`src/rtl/alu_sequencer.sv`:
```
// Initiator side of the 64-bit ALU port.
// It sequences single ops and an iterative shift-add MUL through the external ALU.
module alu_sequencer #(
    parameter int WIDTH          = 64,
    parameter int MUL_EARLY_EXIT = 1
) (
    input  logic             clk,
    input  logic             rst,
    input  logic             req_valid,
    output logic             req_ready,
    input  logic [2:0]       req_op,
    input  logic [WIDTH-1:0] req_a,
    input  logic [WIDTH-1:0] req_b,
    output logic             rsp_valid,
    input  logic             rsp_ready,
    output logic [WIDTH-1:0] rsp_result,
    output logic [3:0]       rsp_flags,
    output logic [WIDTH-1:0] alu_a,
    output logic [WIDTH-1:0] alu_b,
    output logic [4:0]       alu_fs,
    output logic             alu_c0,
    input  logic [WIDTH-1:0] alu_out,
    input  logic [3:0]       alu_status
);

    localparam int CW = $clog2(WIDTH);

    localparam logic [2:0] OP_AND = 3'b000;
    localparam logic [2:0] OP_ORR = 3'b001;
    localparam logic [2:0] OP_ADD = 3'b010;
    localparam logic [2:0] OP_SUB = 3'b011;
    localparam logic [2:0] OP_EOR = 3'b100;
    localparam logic [2:0] OP_LSL = 3'b101;
    localparam logic [2:0] OP_LSR = 3'b110;
    localparam logic [2:0] OP_MUL = 3'b111;

    typedef enum logic [1:0] {
        IDLE = 2'd0,
        EXEC = 2'd1,
        MUL  = 2'd2,
        RESP = 2'd3
    } state_t;

    state_t           r_state;
    state_t           w_state_nxt;
    logic [2:0]       r_op;
    logic [WIDTH-1:0] r_a;
    logic [WIDTH-1:0] r_b;
    logic [WIDTH-1:0] r_p;
    logic [CW-1:0]    r_cnt;
    logic             r_rsp_valid;
    logic [WIDTH-1:0] r_rsp_result;
    logic [3:0]       r_rsp_flags;
    logic             w_mul_done;

    assign req_ready  = (r_state == IDLE) && !rst;
    assign rsp_valid  = r_rsp_valid;
    assign rsp_result = r_rsp_result;
    assign rsp_flags  = r_rsp_flags;

    always_ff @(posedge clk or posedge rst) begin
        if (rst) begin
            r_state <= IDLE;
        end else begin
            r_state <= w_state_nxt;
        end
    end

    always_comb begin
        w_state_nxt = r_state;
        w_mul_done  = 1'b0;
        alu_a       = '0;
        alu_b       = '0;
        alu_fs      = 5'b00000;
        alu_c0      = 1'b0;
        unique case (r_state)
            IDLE: begin
                if (req_valid) begin
                    w_state_nxt = (req_op == OP_MUL) ? MUL : EXEC;
                end
            end
            EXEC: begin
                alu_a       = r_a;
                alu_b       = r_b;
                w_state_nxt = RESP;
                case (r_op)
                    OP_AND:  alu_fs = 5'b00000;
                    OP_ORR:  alu_fs = 5'b00100;
                    OP_ADD:  alu_fs = 5'b01000;
                    OP_SUB: begin
                        alu_fs = 5'b01001;
                        alu_c0 = 1'b1;
                    end
                    OP_EOR:  alu_fs = 5'b01100;
                    OP_LSL:  alu_fs = 5'b10000;
                    OP_LSR:  alu_fs = 5'b10100;
                    default: alu_fs = 5'b00000;
                endcase
            end
            MUL: begin
                // P accumulates M whenever the current multiplier bit is set
                alu_a      = r_p;
                alu_b      = r_b[0] ? r_a : '0;
                alu_fs     = 5'b01000;
                w_mul_done = (r_cnt == CW'(WIDTH - 1)) ||
                             ((MUL_EARLY_EXIT != 0) && ((r_b >> 1) == '0));
                if (w_mul_done) begin
                    w_state_nxt = RESP;
                end
            end
            RESP: begin
                if (rsp_ready) begin
                    w_state_nxt = IDLE;
                end
            end
        endcase
    end

    always_ff @(posedge clk or posedge rst) begin
        if (rst) begin
            r_op         <= '0;
            r_a          <= '0;
            r_b          <= '0;
            r_p          <= '0;
            r_cnt        <= '0;
            r_rsp_valid  <= 1'b0;
            r_rsp_result <= '0;
            r_rsp_flags  <= '0;
        end else begin
            unique case (r_state)
                IDLE: begin
                    if (req_valid) begin
                        r_op  <= req_op;
                        r_a   <= req_a;
                        r_b   <= req_b;
                        r_p   <= '0;
                        r_cnt <= '0;
                    end
                end
                EXEC: begin
                    r_rsp_result <= alu_out;
                    r_rsp_flags  <= alu_status;
                    r_rsp_valid  <= 1'b1;
                end
                MUL: begin
                    r_p   <= alu_out;
                    r_a   <= r_a << 1;
                    r_b   <= r_b >> 1;
                    r_cnt <= r_cnt + CW'(1);
                    if (w_mul_done) begin
                        r_rsp_result <= alu_out;
                        r_rsp_flags  <= alu_status;
                        r_rsp_valid  <= 1'b1;
                    end
                end
                RESP: begin
                    if (rsp_ready) begin
                        r_rsp_valid <= 1'b0;
                    end
                end
            endcase
        end
    end

endmodule
```
`config.mk`:
```
export PLATFORM = sky130hd
export DESIGN_NAME = alu_sequencer
export DESIGN_NICKNAME = d
export VERILOG_FILES = /design/src/rtl/alu_sequencer.sv
export SDC_FILE = /design/constraint.sdc
export NUM_CORES = 1
export LEC_CHECK = 0
export ABC_AREA = 1
export BUFFER_PORTS_ARGS = -buffer_cell sky130_fd_sc_hd__buf_2
export CAP_MARGIN = 20
export CORE_MARGIN = 3
export CORE_UTILIZATION = 45
export DETAILED_ROUTE_END_ITERATION = 7
export PLACE_DENSITY_LB_ADDON = 0.1
export RECOVER_POWER = 50
export SYNTH_ARGS = -nofsm -noshare
export SYNTH_HDL_FRONTEND = slang
export SYNTH_SLANG_ARGS = --single-unit
```
`constraint.sdc`:
```
create_clock -name clk -period 8.4 [get_ports clk]
set_clock_uncertainty 0.2 [all_clocks]
set_input_delay 0.84 -clock clk [delete_from_list [all_inputs] [get_ports clk]]
set_output_delay 0.84 -clock clk [all_outputs]
set_load 0.01 [all_outputs]
```
======== After elaboration in Yosys (flattened, before gate mapping) ========
Cells that the tools add are included.
cells by class
  add/sub/neg operators ................... 1
  mux-type cells .......................... 28
  reductions and logical operators ........ 13
  $lt $le $gt $ge ......................... 0
  equal/unequal tests ..................... 15
  divide/modulo/power cells ............... 0
  multiply operators ...................... 0
  shifts and indexed selects .............. 0
  bitwise operators ....................... 0
operators by type and width
  operator               number
  $pmux W64 S2           6
  $mux W64               5
  $logic_not A64 Y1      1
  $pmux W5 S6            1
  $eq A3 B3 Y1 const B   4
  $pmux W6 S2            1
  $pmux W5 S2            1
  $mux W2                4
  $ne A2 B2 Y1 const B   4
  $pmux W2 S4            1
  $pmux W4 S2            1
  $add A6 B1 Y6 const B  1
  $eq A3 B2 Y1 const B   2
  $eq A6 B6 Y1 const B   1
  $mux W6                1
  $reduce_and A2 Y1      3
  $reduce_and A3 Y1      2
  $mux W1                5
  $eq A2 B2 Y1 const B   2
  $mux W4                1
  $reduce_bool A2 Y1     2
  $eq A3 B1 Y1 const B   1
  $pmux W1 S3            1
  $reduce_bool A3 Y1     1
  5 further kinds        5
word-level totals
  RAM bits ................................ 0
  ROM bits ................................ 0
  register bits after elaboration ......... 272
  word-level logic and storage cells ...... 66
  output and inout bits ................... 204
  memories kept ........................... 0
  bits of input ports ..................... 203
  bits in latches ......................... 0

======== Logic depth before layout (Yosys ltp) ========
Gate-level depths: netlist of run 1.
  depth in word-level cells ............... 5
  mapped depth ............................ 12
  mapped depth without buffers ............ 10

======== Least setup slack after synthesis of run 1 ========
Ideal clock, no wire load.
  path kind ............................... reg-to-output
  from .................................... reg r_state[0]
  to ...................................... out alu_b[17]
  arrival time ............................ 1.615 ns
  data required time ...................... 7.360 ns
  buffers on the path ..................... 3
  setup slack ............................. 5.745 ns
  cell stages (with the launch flop) ...... 8
  path through ............................ dfrtp_1 -> inv_1 -> ha_1 -> buf_2 -> nand2_1 -> buf_2 -> buf_1 -> o22ai_1
between the ends
  word-level cells in the longest chain between the ends .. 2
  elaborated cells between the ends (all ways) .. 3
  classes of those cells .................. eq/ne (2); mux (1)
ends and longest elaborated chain
  item                                                 RTL line  source
  start, declared                                      44        state_t r_state;
  start signal, assigned                               65        r_state <= w_state_nxt;
  $eq A2 B2 Y1 / $eq A2 B1 Y1 (equally long branches)  76        unique case (r_state)
  $pmux W64 S2 *                                       76
  end, declared                                        19        output logic [WIDTH-1:0] alu_b,
Mark *: on every way between the ends. The rest lies on a longest branch, timed or not.

======== Worst setup path in the final report of run 1 ========
  from .................................... reg r_state[0]
  to ...................................... reg r_rsp_result[36] (netlist: rsp_result[36])
between the ends
  word-level cells in the longest chain between the ends .. 4
  elaborated cells between the ends (all ways) .. 7
  classes of those cells .................. eq/ne (3); mux (2); reduce/logical (2)
ends and longest elaborated chain
  item                                RTL line  source
  $eq A2 B2 Y1                        76, 130
  $mux W1                             76
  $ne A2 B2 Y1 (no source line)       n/a
  $reduce_and A2 Y1 (no source line)  n/a
  end signal, assigned                141       r_rsp_result <= alu_out;
  end signal, assigned                151       r_rsp_result <= alu_out;
  end, declared                       52        logic [WIDTH-1:0] r_rsp_result;
Several ways; a longest one is shown, not always the timed one.
A chain may end at the register's enable or synchronous reset.

==> qor.txt, run 1 <==
======================================================================================
Endpoint of the worst hold-timing path                                    rsp_flags[3]
Crit path max-delay family                                                buffers and inverters
Count of standard-cell rows                                                         61
Worst reg2reg path endpoint                                               rsp_result[36]
Area contributors post-synth                                              dfrtp_1, nand2_1, o22ai_1
Startpoint of the lowest-slack register-to-register path                    r_state[0]
Count of clock tree sinks                                                          272
DR WL/cell                                                                     19.8 um
Count of flip-flops with a built-in enable after synthesis                           0
Worst Path Arrival                                                             6.34 ns
Worst Path Buf+Inv                                                                   4
Final Cycle Share                                                                72.2%
Synth top cells by count                                                  nand2_1, dfrtp_1, inv_1
Clock tree from TritonCTS                                                         done
Number of buffers created by CTS                                                    31
Time the final worst path needs with I/O delays and setup                      6.06 ns
Avg Synthesized Cell Area                                                     8.29 um2
Final number of hold-violating endpoints                                             0
Asr flop ratio synth                                                              100%
I/O pin cnt                                                                        407
Result of the run                                                         finished with violations
Total Die Area                                                               31200 um2
Number of warnings issued by yosys                                                   0
Number of remaining DRC errors                                                       0
Biggest fanout along the worst timing path                                          78
Vias after detailed routing                                                      12.7k
Worst-margin pin slew                                                          4.26 ns
Share of the core filled with cells                                              57.3%
Final setup viols                                                                    0
Relative slew slack                                                              -184%
Pre-antenna DRT Iters                                                                5
Pin count of the biggest net entering global routing                               170
P per Cell Area                                                             451 nW/um2
Compound-gate portion of the synthesized area                                    21.2%
Share of synthesized area occupied by flip-flops and latches                     52.0%
Number of synthesized register bits                                                272
Endpoint kind of the worst setup timing path                                      flop
Accumulated negative setup slack                                                  0 ns
Startpoint of the tightest hold check path                                rsp_flags[3]
Wire length of the first global-routing pass                                  69600 um
Fraction of post-synthesis cell area in the top cell type by area                52.0%
Hold/Removal Path Class                                                   flop to flop
Unrepaired setup endpoints after global routing                                  false
Biggest cell delay along the critical path                                     1.23 ns
Vias/cell                                                                         5.46
Number of global-route vias before repair                                        12.0k
R2R setup slack                                                                2.34 ns
Post-DP HPWL                                                                  33000 um
Area added between synthesis and finish                                          23.6%
GP Congestion                                                                    0.919
Total standard cell area after synthesis                                     13100 um2
Leakage power                                                                  7.88 nW
Violations in the final reports                                           capacitance limit, slew limit
Die span in y                                                                   177 um
Cell count of the worst hold path                                                    2
Most instantiated library cell after synthesis                                 nand2_1
Xor-xnor portion of the synthesized cell area                                       0%
Initial detailed-routing violation count                                          1249
Top achievable clock speed                                                   0.165 GHz
Post-CTS setup-driven buffer insertion count                                         0
Slowest cell on the critical path                                             clkbuf_1
Remaining global-route overflow                                                      0
Number of distinct standard cells referenced by the synthesized netlist             29
Cell type contributing the most total cell area after synthesis                dfrtp_1
PnR Total Power                                                                7.29 mW
Final count of pins violating max slew                                             443
Share of synthesized area spent on multiplexers                                     0%
Maximum resistive drop on vdd                                                   306 uV
Hold bufs inserted after CTS                                                         0
Library cell used as clock root buffer                                       clkbuf_16
Number of H-tree branching levels                                                    1
Syn Nets                                                                          1788
Share of post-route cells with drive strength above 1                            22.5%
Number of port buffers                                                             405
Cell Chain, Critical Path                                                 inv_1, ha_1, inv_1, clkbuf_1, a31oi_1, nand2_1, nand2_4, buf_4, nand2_1, o21ai_1
NumNets Final                                                                     2121
DIE WIDTH                                                                       177 um
Maximum number of buffers from clock root to sink                                    3
Required time at the worst-slack endpoint                                      8.68 ns
Max-cap violations                                                                   5
Simple-gate area share of the yosys netlist                                      15.8%
Main combinational cell family by area after synthesis                    compound AO/OA/AOI/OAI gates
Synthesized instance count                                                        1579
Detailed Route WL                                                             45900 um
Leading register cell type out of synthesis                                    dfrtp_1
Clock slew seen by the registers of the worst setup and hold paths             0.06 ns
Antenna violations before repair                                                    12
Post-Synth Adder-Cell Area                                                      0.574%
Core Footprint                                                               28200 um2
Initial core utilization                                                         46.3%
Resize count post-CTS                                                                0
R2r worst-path depth                                                                10
Antenna-violating nets left                                                          0
Worst skew pair latency                                                        0.56 ns
Setup CP Type                                                             flop to flop
Critical path launch point type                                                   flop
Total GRT Usage                                                                  28.6%
======================================================================================
-- worst max path at each step --
stage	slack (ns)	from	depth (start not counted)	to
6_report	2.34	r_state[0]	10	rsp_result[36]
4_1_cts	3.57	r_state[1]	7	alu_a[11]
2_1_floorplan	3.76	rst	1	r_a[0]
3_3_place_gp	3.84	r_state[1]	6	alu_a[11]
5_1_grt	1.73	rst	3	r_p[24]
3_5_place_dp	4.17	r_state[1]	7	alu_a[11]
-- final cells by class --
cell class              count  area (um2)
clock inverters            14         201
multi-input cells         977        4930
repair buffers            420        2080
flip-flops and latches    272        6810
diodes                      8        20.0
well taps                 378         473
fillers                  2740       12100
clock buffers              43         881
inverters                 210         790
-- through the flow --
stage | hold WS (ns) | setup WS, ns | instance area, um2 | instances
4_1_cts | 0.266 | 3.57 | 16300 | 2314
6_report | 0.282 | 2.34 | 16200 | 2322
5_1_grt | 0.309 | 1.73 | 16200 | 2322
3_5_place_dp | 0.265 | 4.17 | 15200 | 2257
3_3_place_gp | 0.253 | 3.84 | 15200 | 2254
2_1_floorplan | 0.289 | 3.76 | 13100 | 1579
-- placed cells by master (no fill, tap or decap), types with 5 or more instances in the layout --
master and instances:
clkbuf_1 79, buf_4 8, a21oi_1 8, clkinv_2 7, o22ai_1 128, bufinv_16 5
nand3_1 73, nand2_2 14, clkbuf_8 6, nor2_1 108, dfrtp_1 272, buf_2 335
o211ai_1 62, diode_2 8, o21ai_1 47, a31oi_1 66, nand2_1 299, clkbuf_16 31
inv_1 208, o21ai_0 134, o21ai_2 16
-- sequential cells by signal, summed over array words and instances, names as in the netlist --
signal and cells:
rsp_valid 1, rsp_flags 4, r_a 64, r_cnt 6
r_state 2, r_p 64, r_b 64, r_op 3
rsp_result 64
-- cell families (layout without fill, tap and decap cells) --
| family | after synthesis | after routing |
|---|---|---|
| flops | 272 | 272 |
| fa+ha+maj | 6 | 6 |
| compound gates | 462 | 462 |
| other cells | 1 | 9 |
| buf+inv | 330 | 687 |
| simple gates | 508 | 508 |
-- tightest hold or removal path: stages (launching register included) --
cell     delay (ns)
dfrtp_1        0.35
nand2_1        0.05
nand2_1        0.05
-- power breakdown --
| group | internal (mW) | switching, mW | leakage (nW) |
|---|---|---|---|
| registers | 1.93 | 0.364 | 3.31 |
| clock network | 0.881 | 0.551 | 0.535 |
| logic | 1.13 | 2.43 | 4.03 |
-- metal layers --
layer	up-vias	GRT usage [%]	share of wire, %	wire length [um]
li1	5959	-	-	-
met1	6044	42.5	45	20500
met2	566	41.6	43	19800
met3	102	6.73	9.0	4140
met4	8	8.74	3.0	1390
met5	-	0	0.14	62
Power figures use the tool's default switching activity.
==> run 2, diff against run 1 <==
==> constraint.sdc (replaced) <==
create_clock -name clk -period 5.9 [get_ports clk]
set_clock_uncertainty 0.2 [all_clocks]
set_input_delay 0.59 -clock clk [delete_from_list [all_inputs] [get_ports clk]]
set_output_delay 0.59 -clock clk [all_outputs]
set_load 0.01 [all_outputs]
==> run 2 against run 1 <==
Final area is 0.48% higher. Hold slack worse by 0.22 ns. Largest cell class unchanged. Global-route usage down 0.11 points. The run still ends with capacitance limit, slew limit left. Sequential power up 42%. Highest routed layer unchanged. Combinational power up 42%. Critical path type is now input pin to async pin. Total power grew 43%. Critical endpoint is now r_p[27]. First-iteration DRC count is 10% higher. Core utilization up 0.27 points. Die area unchanged. Via count is 0.16% lower. Sequential cell count did not move.
==> qor.txt, run 2 (same netlist as run 1, synthesis figures left out) <==
=================================================================================
Number of buffers created by CTS                                               31   unchanged
Hold/Removal Path Class                                              input pin to flop
Top achievable clock speed                                              0.229 GHz
Post-DP HPWL                                                             33400 um   +1.4%
Post-CTS setup-driven buffer insertion count                                    0   unchanged
Initial detailed-routing violation count                                     1380   +10%
Setup CP Type                                                        input pin to async pin
Detailed Route WL                                                        46000 um   +0.32%
Cell count of the worst hold path                                               3   +1
Register Area                                                            6810 um2   unchanged
Startpoint of the tightest hold check path                              req_b[63]
Number of H-tree branching levels                                               1   unchanged
Slack of the critical path                                                1.54 ns   -0.803 ns
R2r worst-path depth                                                            9   -1
Area of combinational cells with multiple inputs                         4930 um2   about the same
Resize count post-CTS                                                           0   unchanged
Vias/cell                                                                    5.45   -0.11%
Non-filler cells, final                                                      2321   -0.043%
Accumulated negative setup slack                                             0 ns   unchanged
Area added between synthesis and finish                                     24.2%
Share of the core filled with cells                                         57.5%   +0.27 points
Pin count of the biggest net entering global routing                          171   +0.59%
Die span in y                                                              177 um   unchanged
Crit path from                                                                rst
Remaining global-route overflow                                                 0   unchanged
DIE WIDTH                                                                  177 um   unchanged
Wire length of the first global-routing pass                             69400 um   -0.22%
Worst Path Arrival                                                        4.05 ns   -2.29 ns
Result of the run                                                    finished with violations
Antenna-violating nets left                                                     0   unchanged
Cell total after placement                                                   2256   -0.044%
Violations in the final reports                                      capacitance limit, slew limit
Critical path launch point type                                         input pin
I/O pin cnt                                                                   407   unchanged
Library cell used as clock root buffer                                  clkbuf_16
Endpoint kind of the worst setup timing path                            async pin
Clock tree from TritonCTS                                                    done
Core Footprint                                                          28200 um2   unchanged
Worst skew pair latency                                                   0.56 ns   about the same
Worst Hold Margin                                                       0.0598 ns   -0.223 ns
Vias after detailed routing                                                 12.7k   -0.16%
Worst setup timing slack at the placement stage                           1.73 ns   -2.44 ns
Most common cell after layout, fill and taps aside                          buf_2
Total Die Area                                                          31200 um2   unchanged
Share of post-route cells with drive strength above 1                       22.4%   -0.15 points
NumNets Final                                                                2122   +0.047%
Biggest fanout along the worst timing path                                    136   +74%
Initial core utilization                                                    46.3%   unchanged
Startpoint of the lowest-slack register-to-register path               r_state[0]
Number of port buffers                                                        405   unchanged
Leakage power                                                             7.90 nW   +0.31%
Final count of pins violating max slew                                        199   -55%
Final setup viols                                                               0   unchanged
Required time at the worst-slack endpoint                                 5.59 ns   -3.09 ns
Count of standard-cell rows                                                    61   unchanged
Number of remaining DRC errors                                                  0   unchanged
Maximum resistive drop on vdd                                              413 uV   +35%
P per Cell Area                                                        641 nW/um2   +42%
Final design instance area without fill                                 16300 um2   +0.48%
Final Cycle Share                                                           74.0%
Total GRT Usage                                                             28.5%   -0.11 points
Number of global-route vias before repair                                   12.1k   +0.53%
DR WL/cell                                                                19.8 um   +0.36%
Count of clock tree sinks                                                     272   unchanged
Pre-antenna DRT Iters                                                           6   +1
Number of fillers in the final layout                                        2760   +0.73%
Antenna violations before repair                                               13   +1
Hold bufs inserted after CTS                                                    1   +1
Maximum number of buffers from clock root to sink                               3   unchanged
GP Congestion                                                               0.948   +3.1%
Max-cap violations                                                              2   -3
Relative slew slack                                                         -131%   +53 points
Final number of hold-violating endpoints                                        0   unchanged
Clock slew seen by the registers of the worst setup and hold paths        0.06 ns   about the same
Worst-margin pin slew                                                     3.47 ns   -0.794 ns
Placed instance area                                                    15200 um2   about the same
Commonest cells after routing, fill and taps aside                   buf_2, nand2_1, dfrtp_1
PnR Total Power                                                           10.4 mW   +43%
Time the final worst path needs with I/O delays and setup                 4.36 ns
Unrepaired setup endpoints after global routing                             false
=================================================================================
==> run 2: area by class of cell <==
class,instances,share of cell area (%)
multi-input combinational,977,30.3
inverter,210,4.86
antenna,7,0.108
clock inverter,17,1.56
timing repair buffer,421,13.0
sequential,272,41.9
tap,378,2.91
clock buffer,39,5.33
==> run 2: path summary, 6_finish.rpt <==
| path | endpoint | slack [ns] |
|---|---|---|
| min | r_b[63] | 0.06 |
| max in group clk | rsp_result[29] | 1.55 |
| min reg2reg | rsp_result[6] | 0.28 |
| max reg2reg | rsp_result[29] | 1.55 |
| min in group asynchronous | r_b[10] | 0.34 |
| max | r_p[27] | 1.54 |
==> run 2: worst max-delay path, stage by stage <==
cell and delay [ns]:
dlygate4sd3_1 0.53, clkbuf_1 0.11, clkinvlp_2 0.26, clkbuf_2 2.37
==> run 2: routing by layer <==
metal | track usage (%) | vias up | share of wire [%]
met5 | 0 | - | 0.17
met4 | 8.31 | 12 | 2.8
met3 | 6.47 | 94 | 8.5
met2 | 41.8 | 543 | 44
met1 | 42.4 | 6039 | 45
li1 | - | 5971 | -
==> run 2: report_power, final <==
part           internal (mW)  switching [mW]  total, mW
logic                   1.59            3.47       5.06
clock network           1.30           0.803       2.10
registers               2.75           0.512       3.26
total                   5.64            4.78       10.4
==> run 3, diff against run 2 <==
==> constraint.sdc (replaced) <==
create_clock -name clk -period 3.6 [get_ports clk]
set_clock_uncertainty 0.2 [all_clocks]
set_input_delay 0.36 -clock clk [delete_from_list [all_inputs] [get_ports clk]]
set_output_delay 0.36 -clock clk [all_outputs]
set_load 0.01 [all_outputs]
==> run 3 against run 2 <==
The flow still finishes with violations (capacitance limit, slew limit). Setup slack got worse by 1.3 ns. Combinational power increased by 67%. Die area unchanged. First-iteration DRC count increased by 4.9%. Hold slack got worse by 0.032 ns. Sequential share of layout area decreased by 4.8 points. Clock power increased by 66%. Global-route usage increased by 1.9 points. Critical endpoint is now alu_a[22]. Largest cell class unchanged. Highest routed layer unchanged.
==> qor.txt, run 3 (same netlist as run 1, synthesis figures left out) <==
=================================================================================
Remaining global-route overflow                                                 0   unchanged
DIE WIDTH                                                                  177 um   unchanged
Worst Hold Margin                                                       0.0282 ns   -0.0316 ns
Time the final worst path needs with I/O delays and setup                 3.40 ns
Clock tree from TritonCTS                                                    done
R2r worst-path depth                                                            8   -1
Maximum resistive drop on vdd                                              922 uV   +120%
Max-cap violations                                                              3   +1
P per Cell Area                                                        949 nW/um2   +48%
Total GRT Usage                                                             30.4%   +1.9 points
I/O pin cnt                                                                   407   unchanged
R2R setup slack                                                           0.35 ns   -1.20 ns
NumNets Final                                                                2328   +9.7%
Leakage power                                                             8.80 nW   +11%
Worst-margin pin slew                                                     1.54 ns   -1.93 ns
Initial core utilization                                                    46.3%   unchanged
Number of remaining DRC errors                                                  0   unchanged
Number of global-route vias before repair                                   13.2k   +9.8%
Biggest fanout along the worst timing path                                     67   -51%
Total Die Area                                                          31200 um2   unchanged
Most common cell after layout, fill and taps aside                          buf_2
Worst reg2reg path endpoint                                               r_b[19]
Maximum number of buffers from clock root to sink                               3   unchanged
Post-CTS setup-driven buffer insertion count                                    0   unchanged
Die span in y                                                              177 um   unchanged
Startpoint of the lowest-slack register-to-register path               r_state[0]
Pin count of the biggest net entering global routing                          138   -19%
Relative slew slack                                                        -2.54%   +130 points
Cell Chain, Critical Path                                            inv_1, ha_2, buf_4, nand3_1, o21ai_0, buf_2
Final count of pins violating max slew                                         68   -66%
Violations in the final reports                                      capacitance limit, slew limit
Slowest cell on the critical path                                           buf_4
Worst skew pair latency                                                   0.55 ns   about the same
Clock slew seen by the registers of the worst setup and hold paths        0.06 ns   about the same
Slack of the critical path                                               0.200 ns   -1.34 ns
Count of clock tree sinks                                                     272   unchanged
Antenna violations before repair                                                3   -10
Critical path launch point type                                              flop
Hold/Removal Path Class                                              input pin to flop
Biggest cell delay along the critical path                                0.57 ns   -1.80 ns
Result of the run                                                    finished with violations
Startpoint of the tightest hold check path                              req_valid
Number of H-tree branching levels                                               1   unchanged
Final setup viols                                                               0   unchanged
Worst setup timing slack at the placement stage                          0.665 ns   -1.06 ns
Vias after detailed routing                                                 13.6k   +7.8%
Library cell used as clock root buffer                                  clkbuf_16
Vias/cell                                                                    5.41   -0.86%
GP Congestion                                                               0.938   -1.0%
Number of buffers created by CTS                                               31   unchanged
Top achievable clock speed                                              0.294 GHz
Placed instance area                                                    15300 um2   +0.72%
Setup CP Type                                                        flop to primary output
Final number of hold-violating endpoints                                        0   unchanged
Final Cycle Share                                                           94.5%
Final design instance area without fill                                 18300 um2   +13%
Non-filler cells, final                                                      2523   +8.7%
Required time at the worst-slack endpoint                                 3.04 ns   -2.55 ns
Area added between synthesis and finish                                     40.1%
Count of standard-cell rows                                                    61   unchanged
Unrepaired setup endpoints after global routing                             false
Number of port buffers                                                        405   unchanged
Commonest cells after routing, fill and taps aside                   buf_2, nand2_1, dfrtp_1
Share of the core filled with cells                                         64.9%   +7.4 points
Core Footprint                                                          28200 um2   unchanged
Wire length of the first global-routing pass                             74500 um   +7.3%
Detailed Route WL                                                        48700 um   +5.8%
Endpoint of the worst hold-timing path                                    r_op[2]
Worst Path Arrival                                                        2.84 ns   -1.21 ns
Cell total after placement                                                   2264   +0.35%
Cell count of the worst hold path                                               4   +1
Pre-antenna DRT Iters                                                           5   -1
Share of post-route cells with drive strength above 1                       20.7%   -1.6 points
DR WL/cell                                                                19.3 um   -2.7%
Endpoint kind of the worst setup timing path                         primary output
Initial detailed-routing violation count                                     1447   +4.9%
Antenna-violating nets left                                                     0   unchanged
Post-DP HPWL                                                             33600 um   +0.50%
=================================================================================
==> run 3: layout make-up <==
type / count / area (um2)
Clock inverter: 12 / 216
Antenna cell: 2 / 5.00
Fill cell: 2430 / 9910
Tap cell: 378 / 473
Timing Repair Buffer: 627 / 4180
Clock buffer: 45 / 918
Inverter: 210 / 790
Sequential cell: 272 / 6810
Multi-Input combinational cell: 977 / 4940
==> run 3: worst max-delay path, delay by kind of cell, from the launching register on <==
kind / cells / cell delay, ns
simple gates: 1 / 0.25
flops: 1 / 0.41
compound gates: 1 / 0.25
fa+ha+maj: 1 / 0.46
buf+inv: 3 / 0.91
==> run 3: stage by stage <==
step / power [mW] / TNS [ns]
2_1_floorplan: 10.9 / -151.07
3_3_place_gp: 13.6 / 0
3_5_place_dp: 13.7 / 0
4_1_cts: 17.4 / 0
5_1_grt: 18.6 / 0
6_report: 17.4 / 0
==> run 3: worst max path at each step <==
stage | startpoint | end | slack (ns) | cells past startpoint
global placement | r_state[1] | alu_a[22] | 0.71 | 6
detailed placement | r_state[1] | alu_a[22] | 0.66 | 6
CTS | r_state[0] | alu_a[22] | 0.07 | 6
finish | r_state[0] | alu_a[22] | 0.20 | 6
floorplan | rst | r_a[0] | -0.56 | 1
global route | r_state[1] | alu_a[22] | 0.04 | 6
==> run 3: repair_timing <==
| item | CTS | global route |
|---|---|---|
| setup endpoints to repair | 0 | 1 |
| resized for setup | 0 | 1 |
| hold endpoints to repair | 290 | 0 |
| hold buffers | 200 | 0 |
==> run 3: routing by layer <==
layer	vias up	routed length [um]	track usage [%]
li1	6384	-	-
met1	6480	21600	44.8
met2	642	21300	45.0
met3	134	3740	5.38
met4	2	2100	11.7
met5	-	7	0
==> run 3: power by group <==
group	leakage [nW]	internal (mW)	switching (mW)
Combinational	4.93	2.78	5.66
Sequential	3.31	4.50	0.964
Clock	0.558	2.19	1.31
